--- src/rtl/mac_pkg.sv ---
// Shared types and constants for the MAC sequencer: FSM state encoding, data
// width and the symmetric saturation limits.
package mac_pkg;

    localparam int DATA_W = 16;

    // Symmetric signed range: 0x8000 is never produced by the accumulator.
    localparam logic [DATA_W-1:0] Q_MAX = 16'h7FFF;
    localparam logic [DATA_W-1:0] Q_MIN = 16'h8001;

    typedef enum logic [2:0] {
        IDLE,
        FETCH,
        STROBE,
        ACC,
        DONE
    } state_t;

endpackage

--- src/rtl/mac_sequencer_if.sv ---
// Handshake and multiplier bus of the MAC sequencer. The ovf flag exists only
// when MAC_OVF_STICKY_EN is defined.
interface mac_sequencer_if #(
    parameter int LEN_W = 8
);
    import mac_pkg::*;

    logic              start;
    logic [LEN_W-1:0]  len;
    logic [DATA_W-1:0] a_data;
    logic [DATA_W-1:0] b_data;
    logic              op_valid;
    logic              op_ready;
    logic [DATA_W-1:0] mul_in1;
    logic [DATA_W-1:0] mul_in2;
    logic              mul_en;
    logic [DATA_W-1:0] mul_result;
    logic [DATA_W-1:0] acc_out;
    logic              busy;
    logic              done;
`ifdef MAC_OVF_STICKY_EN
    logic              ovf;
`endif

    // Master: the operand source and the external multiplier.
    modport master (
        output start, len, a_data, b_data, op_valid, mul_result,
        input  op_ready, mul_in1, mul_in2, mul_en, acc_out, busy, done
`ifdef MAC_OVF_STICKY_EN
        , input ovf
`endif
    );

    // Slave: the sequencer itself.
    modport slave (
        input  start, len, a_data, b_data, op_valid, mul_result,
        output op_ready, mul_in1, mul_in2, mul_en, acc_out, busy, done
`ifdef MAC_OVF_STICKY_EN
        , output ovf
`endif
    );

endinterface

--- src/rtl/sat_add16.sv ---
// 16-bit signed adder that saturates to the symmetric range [0x8001, 0x7FFF];
// sat flags any clipped result.
module sat_add16
    import mac_pkg::*;
(
    input  logic [DATA_W-1:0] a,
    input  logic [DATA_W-1:0] b,
    output logic [DATA_W-1:0] sum,
    output logic              sat
);

    localparam logic signed [DATA_W:0] POS_LIM = {1'b0, Q_MAX};
    localparam logic signed [DATA_W:0] NEG_LIM = {1'b1, Q_MIN};

    logic signed [DATA_W:0] wide;

    always_comb begin
        // NOTE: every output gets a default first so no path leaves a latch.
        wide = $signed({a[DATA_W-1], a}) + $signed({b[DATA_W-1], b});
        sum  = wide[DATA_W-1:0];
        sat  = 1'b0;
        if (wide > POS_LIM) begin
            sum = Q_MAX;
            sat = 1'b1;
        end else if (wide < NEG_LIM) begin
            sum = Q_MIN;
            sat = 1'b1;
        end
    end

endmodule

--- src/rtl/mac_sequencer.sv ---
// Sequences len operand pairs through an external multiplier and accumulates
// the saturated products. Define MAC_OVF_STICKY_EN for the sticky ovf output.
module mac_sequencer
    import mac_pkg::*;
#(
    parameter int LEN_W = 8
) (
    input  logic           clk,
    input  logic           rst,
    mac_sequencer_if.slave bus
);

    state_t            state;
    logic [LEN_W-1:0]  count;
    logic [DATA_W-1:0] acc_q;
    logic [DATA_W-1:0] in1_q;
    logic [DATA_W-1:0] in2_q;
    logic              op_ready_q;
    logic              mul_en_q;
    logic              busy_q;
    logic              done_q;
    logic [DATA_W-1:0] acc_next;
    logic              acc_sat;

    sat_add16 u_sat_add (
        .a   (acc_q),
        .b   (bus.mul_result),
        .sum (acc_next),
        .sat (acc_sat)
    );

`ifdef MAC_OVF_STICKY_EN
    logic ovf_q;
    assign bus.ovf = ovf_q;
`else
    logic unused_sat;
    assign unused_sat = acc_sat;
`endif

    assign bus.op_ready = op_ready_q;
    assign bus.mul_en   = mul_en_q;
    assign bus.mul_in1  = in1_q;
    assign bus.mul_in2  = in2_q;
    assign bus.acc_out  = acc_q;
    assign bus.busy     = busy_q;
    assign bus.done     = done_q;

    // Outputs are registered alongside the state so each is a clean flop.
    always_ff @(posedge clk) begin
        // NOTE: sequential state uses non-blocking assignments only.
        if (rst) begin
            state      <= IDLE;
            count      <= '0;
            acc_q      <= '0;
            in1_q      <= '0;
            in2_q      <= '0;
            op_ready_q <= 1'b0;
            mul_en_q   <= 1'b0;
            busy_q     <= 1'b0;
            done_q     <= 1'b0;
`ifdef MAC_OVF_STICKY_EN
            ovf_q      <= 1'b0;
`endif
        end else begin
            mul_en_q <= 1'b0;
            done_q   <= 1'b0;
            case (state)
                IDLE: begin
                    if (bus.start) begin
                        count  <= bus.len;
                        acc_q  <= '0;
                        busy_q <= 1'b1;
`ifdef MAC_OVF_STICKY_EN
                        ovf_q  <= 1'b0;
`endif
                        if (bus.len == '0) begin
                            state  <= DONE;
                            done_q <= 1'b1;
                        end else begin
                            state      <= FETCH;
                            op_ready_q <= 1'b1;
                        end
                    end
                end
                FETCH: begin
                    if (bus.op_valid && op_ready_q) begin
                        in1_q      <= bus.a_data;
                        in2_q      <= bus.b_data;
                        op_ready_q <= 1'b0;
                        mul_en_q   <= 1'b1;
                        state      <= STROBE;
                    end
                end
                STROBE: begin
                    state <= ACC;
                end
                ACC: begin
                    acc_q <= acc_next;
                    count <= count - LEN_W'(1);
`ifdef MAC_OVF_STICKY_EN
                    ovf_q <= ovf_q | acc_sat;
`endif
                    if (count == LEN_W'(1)) begin
                        state  <= DONE;
                        done_q <= 1'b1;
                    end else begin
                        state      <= FETCH;
                        op_ready_q <= 1'b1;
                    end
                end
                DONE: begin
                    state  <= IDLE;
                    busy_q <= 1'b0;
                end
                default: begin
                    state      <= IDLE;
                    busy_q     <= 1'b0;
                    op_ready_q <= 1'b0;
                end
            endcase
        end
    end

endmodule

--- src/flat_wrapper.sv ---
// flat-port wrapper written by rule: the top's interface ports become plain ports
module mac_sequencer_flat import mac_pkg::*;
#(
    parameter int LEN_W = 8
)
  (clk, rst, bus_start, bus_len, bus_a_data, bus_b_data, bus_op_valid, bus_mul_result, bus_op_ready, bus_mul_in1, bus_mul_in2, bus_mul_en, bus_acc_out, bus_busy, bus_done);
  mac_sequencer_if #(.LEN_W(LEN_W)) bus_i ();
  input  logic clk;
  input  logic rst;
  input wire logic [$bits(bus_i.start)-1:0] bus_start;
  input wire logic [$bits(bus_i.len)-1:0] bus_len;
  input wire logic [$bits(bus_i.a_data)-1:0] bus_a_data;
  input wire logic [$bits(bus_i.b_data)-1:0] bus_b_data;
  input wire logic [$bits(bus_i.op_valid)-1:0] bus_op_valid;
  input wire logic [$bits(bus_i.mul_result)-1:0] bus_mul_result;
  output wire logic [$bits(bus_i.op_ready)-1:0] bus_op_ready;
  output wire logic [$bits(bus_i.mul_in1)-1:0] bus_mul_in1;
  output wire logic [$bits(bus_i.mul_in2)-1:0] bus_mul_in2;
  output wire logic [$bits(bus_i.mul_en)-1:0] bus_mul_en;
  output wire logic [$bits(bus_i.acc_out)-1:0] bus_acc_out;
  output wire logic [$bits(bus_i.busy)-1:0] bus_busy;
  output wire logic [$bits(bus_i.done)-1:0] bus_done;
  assign bus_i.start = bus_start;
  assign bus_i.len = bus_len;
  assign bus_i.a_data = bus_a_data;
  assign bus_i.b_data = bus_b_data;
  assign bus_i.op_valid = bus_op_valid;
  assign bus_i.mul_result = bus_mul_result;
  assign bus_op_ready = bus_i.op_ready;
  assign bus_mul_in1 = bus_i.mul_in1;
  assign bus_mul_in2 = bus_i.mul_in2;
  assign bus_mul_en = bus_i.mul_en;
  assign bus_acc_out = bus_i.acc_out;
  assign bus_busy = bus_i.busy;
  assign bus_done = bus_i.done;
  mac_sequencer #(.LEN_W(LEN_W)) u_core (.clk(clk), .rst(rst), .bus(bus_i));
endmodule
--- config.mk ---
export PLATFORM = sky130hd
export DESIGN_NAME = mac_sequencer_flat
export DESIGN_NICKNAME = d
export VERILOG_FILES = /design/src/rtl/mac_pkg.sv /design/src/rtl/mac_sequencer_if.sv /design/src/rtl/sat_add16.sv /design/src/rtl/mac_sequencer.sv /design/src/flat_wrapper.sv
export SDC_FILE = /design/constraint.sdc
export NUM_CORES = 1
export LEC_CHECK = 0
export ABC_AREA = 0
export BUFFER_PORTS_ARGS = -buffer_cell sky130_fd_sc_hd__buf_4
export CORE_AREA = 5 5 94 96
export DETAILED_ROUTE_END_ITERATION = 8
export DIE_AREA = 0 0 99 101
export MAX_ROUTING_LAYER = met4
export PLACE_DENSITY = 0.82
export SYNTH_ARGS = -nofsm -noshare
export SYNTH_HDL_FRONTEND = slang
export SYNTH_SLANG_ARGS = --single-unit
export TNS_END_PERCENT = 10
--- constraint.sdc ---
create_clock -name clk -period 2.5 [get_ports clk]
set_input_delay 0.5 -clock clk [delete_from_list [all_inputs] [get_ports clk]]
set_output_delay 0.5 -clock clk [all_outputs]
set_load 0.02 [all_outputs]
=== Yosys cells after proc, flatten, opt, wreduce, memory -nomap -nowiden ===
Index checks and enable logic that the tools add are counted.

* Bits in registers: 63
* Bits of input ports: 60
* Output and inout port bits: 52

* Add/subtract/negate cells: 2
* Magnitude comparators: 2
* Equal/unequal tests: 9
* Muxes and demuxes: 23
* Bitwise gates (word level): 3
* Reductions and logical operators: 12

{| class="wikitable"
|+ Operator list
! operator !! count
|-
| $mux 16 || 3
|-
| $pmux 16 s2 || 1
|-
| $add 16x16->17 || 1
|-
| $gt 17x16->1 const B || 1
|-
| $lt 17x16->1 const B || 1
|-
| $pmux 8 s2 || 1
|-
| $mux 3 || 4
|-
| $pmux 3 s4 || 1
|-
| $mux 1 || 9
|-
| $eq 8x1->1 const B || 1
|-
| $logic_not 8->1 || 1
|-
| $mux 8 || 1
|-
| $reduce_and 2->1 || 4
|-
| $sub 8x1->8 const B || 1
|-
| $eq 3x2->1 const B || 2
|-
| $ne 2x2->1 const B || 3
|-
| $reduce_and 5->1 || 1
|-
| $pmux 1 s2 || 2
|-
| $pmux 1 s4 || 1
|-
| $reduce_or 2->1 || 2
|-
| $eq 3x1->1 const B || 1
|-
| $eq 3x3->1 const B || 1
|-
| $logic_not 3->1 || 1
|-
| $not 1->1 || 3
|-
| 4 further kinds || 4
|}

=== Depth between registers and ports, before layout ===
* Depth after elaboration: 5
* Gate-level depth with buffers: 11
* Mapped depth without buffers: 10

=== By module ===
A second synthesis with hierarchy kept.

* Cell total of the unflattened synthesis: 448
* Area, all modules: 3,704.8 µm²

{| class="wikitable"
|+ Modules (own cells, without submodules)
! module !! times used !! cells an instance !! area an instance (µm²) !! sequential area each (µm²)
|-
| mac_sequencer || 1 || 306 || 2,563.7 || 1,261.2
|-
| sat_add16 || 1 || 142 || 1,141.1 || 0.0
|}

=== Worst setup path before layout ===
Ideal clock, no wire load.

* Path kind: input -> register
* Start: in bus_mul_result[0]
* End: reg u_core.acc_q[6], in the netlist u_core.bus.acc_out[6]
* Library setup time: 0.128 ns
* Data arrival time: 2.475 ns
* Slack: -0.103 ns
* Cell stages on the path: 10
* Path buffers: 0
* Path through: ha_1 -> inv_1 -> fa_1 -> nor2b_1 -> o21a_1 -> or3_4 -> a2111oi_4 -> nor4b_4 -> a41o_2 -> a22oi_1

* Longest elaborated chain between the ends: 5

{| class="wikitable"
|+ RTL lines
! element !! RTL line !! source
|-
| from (decl) || flat_wrapper.sv:15 || <nowiki>input wire logic [$bits(bus_i.mul_result)-1:0] bus_mul_result;</nowiki>
|-
| $add 16x16->17 * || sat_add16.sv:19 || <nowiki>wide = $signed({a[DATA_W-1], a}) + $signed({b[DATA_W-1], b});</nowiki>
|-
| $lt 17x16->1 || sat_add16.sv:25 || <nowiki>end else if (wide < NEG_LIM) begin</nowiki>
|-
| $mux 16 || sat_add16.sv:25 ||
|-
| $mux 16 * || sat_add16.sv:22 || <nowiki>if (wide > POS_LIM) begin</nowiki>
|-
| $pmux 16 s2 * || mac_sequencer.sv:67 || <nowiki>case (state)</nowiki>
|-
| to (signal assigned) || mac_sequencer.sv:98 || <nowiki>acc_q <= acc_next;</nowiki>
|-
| to (decl) || mac_sequencer.sv:15 || <nowiki>logic [DATA_W-1:0] acc_q;</nowiki>
|}

Mark *: on every way between the ends. The rest lies on a longest branch, timed or not.
A chain may end at the register's enable or synchronous reset.

=== Worst setup path in the final report ===
* Start: reg u_core.acc_q[0], in the netlist u_core.bus.acc_out[0]
* End: reg u_core.acc_q[4], in the netlist u_core.bus.acc_out[4]

* Longest elaborated chain between the ends: 5

{| class="wikitable"
|+ RTL lines
! element !! RTL line
|-
| $add 16x16->17 * || sat_add16.sv:19
|-
| $lt 17x16->1 || sat_add16.sv:25
|-
| $mux 16 || sat_add16.sv:25
|-
| $mux 16 * || sat_add16.sv:22
|-
| $pmux 16 s2 * || mac_sequencer.sv:67
|}

Marked as above.

==> results by group <==
Floorplanning
  – DIE WIDTH: 99 µm
  – Die Y: 101 µm
  – Initial core utilization: 0.438
  – I/O pin count: 112
  – Site Rows: 33
  – CORE AREA: 7970 µm²
  – Die area: 10000 µm²

Setup path
  – Worst R2R Setup Slack: -70 ps
  – Worst Path Required: 2760 ps
  – Startpoint types: flip-flop
  – Crit-path max FO: 5
  – Crit Path Class: reg -> reg
  – Reg-to-Reg Start: u_core.bus.acc_out[0]$_SDFFE_PP0P_
  – Arr. time, crit path: 2820 ps
  – Reg-to-reg endpoint: u_core.bus.acc_out[4]$_SDFFE_PP0P_
  – Crit. End Element: flip-flop
  – R2R depth: 11

Global routing
  – Total gr overflow: 0
  – Vias in the first global route: 3889
  – Largest net degree at the start of global routing: 51
  – Initial antenna violation count: 0
  – Total global-route track usage: 0.227
  – First-pass GRT wire length: 17900 µm

Route
  – Antenna viol nets, final: 0
  – DRC viols: 0
  – Detailed-route wire length per cell: 15.7 µm
  – Via count: 4010
  – Average vias per placed instance: 5.52
  – First DRT Iteration DRCs: 180
  – Drt first pass iters: 4
  – Total Wirelength: 11400 µm

Synthesis
  – Yosys warning total: 0
  – Area contributors post-synth: dfxtp_1, a21oi_1, nand2_1
  – Mapped Area: 3490 µm²
  – Avg Cell Area, Syn: 7.84 µm²
  – Synth cell types: 57
  – Post-synth ARST share: 0
  – Cell count after synthesis: 445
  – Top cell type's share of synthesized area: 0.361
  – Syn Nets: 524
  – Main synth FF type: dfxtp_1
  – Yosys top cell by area: dfxtp_1
  – Register area share after synthesis: 0.361
  – Number of flops mapped to enable cells by yosys: 0
  – Synthesis-stage register bit count: 63

STA
  – Setup tns final: -344 ps
  – Fmax: 390 MHz
  – Worst setup margin: -65.2 ps
  – Pin slew with the least headroom to its limit: 506 ps
  – Fin. Hold Viols: 0
  – Final Max Tran Viols: 0
  – Tmin final: 2570 ps
  – Worst Skew: 9.12 ps
  – Final setup fails: 7
  – RSZ-0062 raised after global routing: true
  – Tcrit/Tclk final: 1.03
  – Rel. slew slack: 0.662

Worst hold path
  – Hold_sp: bus_len[7]
  – Hold Crit Class: in -> reg
  – Hold Path End: u_core.count[7]$_SDFFE_PP0P_
  – WHS Path Cells: 3

Clocking
  – Clk pin slew, worst setup/hold paths: 60 ps
  – Max Root-Sink Buffers: 2
  – Htree depth: 3
  – TritonCTS sink count: 63
  – Number of CTS-inserted buffers: 9
  – Worst skew pair latency: 340 ps
  – Clock root cell: clkbuf_8
  – TritonCTS clock tree: done

Layout
  – Diodes inserted: 0
  – Layout cell share with drive strength beyond 1: 0.378
  – Final net count: 696
  – Layout area overhead: 50.0%

Placement
  – Routability Congestion: 0.929
  – DP HPWL: 8600 µm
  – Port Buffers: 111

Job
  – Max-Cap Viols: 0

Run status
  – Outcome: finished with violations
  – Failing checks: negative setup slack

Power
  – VDD IR max: 0.000542 V
  – Pwr per Cell Area: 561 nW/µm²
  – Leak: 2.27 nW
  – Total power: 0.00294 W
power by group:
| part | internal (W) | switching [W] | leakage [nW] |
|---|---|---|---|
| Combinational | 0.000427 | 0.000538 | 1.67 |
| Clock | 0.000411 | 0.000381 | 0.0894 |
| Sequential | 0.00109 | 0.0000867 | 0.512 |
what timing repair did:
item,in CTS,in global routing
hold buffers,0,0
buffers inserted,2,0
endpoints found under the setup margin,16,16
resized for setup,11,20
pin swaps,9,9
logic make-up (layout without fill, tap and decap cells):
kind of cell / after synthesis / after routing / synth area share
adders and majority gates: 20 / 20 / 0.0731
and+or+nand+nor: 172 / 172 / 0.233
muxes: 1 / 1 / 0.00323
AOI/OAI and AO/OA: 151 / 151 / 0.275
buffers and inverters: 30 / 207 / 0.0340
xor gates and xnor gates: 8 / 8 / 0.0201
DFF: 63 / 63 / 0.361
worst max-delay path, cell delays in order, from the launching register on:
cell and delay [ps]:
dfxtp_4 370, ha_4 130, inv_2 40, fa_2 380, nor2b_4 150, o21ai_1 150
a211oi_2 260, o221ai_1 190, xor2_1 180, buf_4 170, a41o_2 280, a22oi_1 200
cells in the mapped netlist, drive strengths merged, types with 4 or more instances:
cell type / number
ha: 18
nor3: 15
o21ai: 16
dfxtp: 63
xor2: 4
o211ai: 7
or3: 6
a21oi: 77
nand3: 7
xnor2: 4
clkbuf: 17
a211oi: 6
a22oi: 8
nor2: 29
buf: 5
nand2: 87
inv: 8
a21o: 4
how the worst max path moves through the flow:
stage / from / end / slack (ps) / depth (start not counted)
global route: u_core.bus.acc_out[0]$_SDFFE_PP0P_ / u_core.bus.acc_out[5]$_SDFFE_PP0P_ / -210 / 11
global placement: bus_mul_result[0] / u_core.bus.acc_out[6]$_SDFFE_PP0P_ / -280 / 12
finish: u_core.bus.acc_out[0]$_SDFFE_PP0P_ / u_core.bus.acc_out[4]$_SDFFE_PP0P_ / -70 / 11
CTS: u_core.bus.acc_out[0]$_SDFFE_PP0P_ / u_core.bus.acc_out[0]$_SDFFE_PP0P_ / -80 / 11
detailed placement: bus_mul_result[8] / u_core.bus.acc_out[4]$_SDFFE_PP0P_ / -350 / 11
floorplan: bus_mul_result[3] / u_core.bus.acc_out[6]$_SDFFE_PP0P_ / 0.2 / 8
layer usage:
metal | track usage | wire length (µm)
met1 | 0.274 | 4690
met2 | 0.380 | 5600
met3 | 0.0450 | 860
met4 | 0.0777 | 264
met5 | - | 0
area by class of cell:
type                    instances  area (µm²)
fillers                       635        2730
multi-input cells             352        2250
repair buffers                183        1380
flip-flops and latches         63        1270
clock buffers                  13         159
well taps                     105         131
inverters                       8        30.0
clock inverters                 3        17.5
flip-flops by register name (all words and copies together), names as in the netlist:
signal,count
u_core.bus.acc_out,16
u_core.bus.busy,1
u_core.bus.done,1
u_core.bus.mul_en,1
u_core.bus.mul_in1,16
u_core.bus.mul_in2,16
u_core.bus.op_ready,1
u_core.count,8
u_core.state,3
through the flow:
step / instances / setup WS, ps / util / hold WS (ps) / cell area [µm²]
detailed placement: 709 / -353 / 0.620 / 447 / 4940
global route: 727 / -206 / 0.657 / 397 / 5240
CTS: 727 / -85.0 / 0.646 / 381 / 5150
floorplan: 445 / 0.201 / - / 445 / 3540
finish: 727 / -65.2 / 0.657 / 400 / 5240
global placement: 709 / -279 / 0.620 / 442 / 4940
layout by cell type (no fill, tap or decap), drive strengths merged, types with 4 or more instances in the layout:
cell | netlist | routed
nor2 | 29 | 29
nand2 | 87 | 87
xnor2 | 4 | 4
a22oi | 8 | 8
clkbuf | 17 | 13
or3 | 6 | 6
a21oi | 77 | 77
nor3 | 15 | 15
buf | 5 | 183
ha | 18 | 18
dfxtp | 63 | 63
xor2 | 4 | 4
o211ai | 7 | 7
a211oi | 6 | 6
nand3 | 7 | 7
inv | 8 | 8
o21ai | 16 | 16
a21o | 4 | 4
Note: power is estimated with default switching activity, not from simulation.
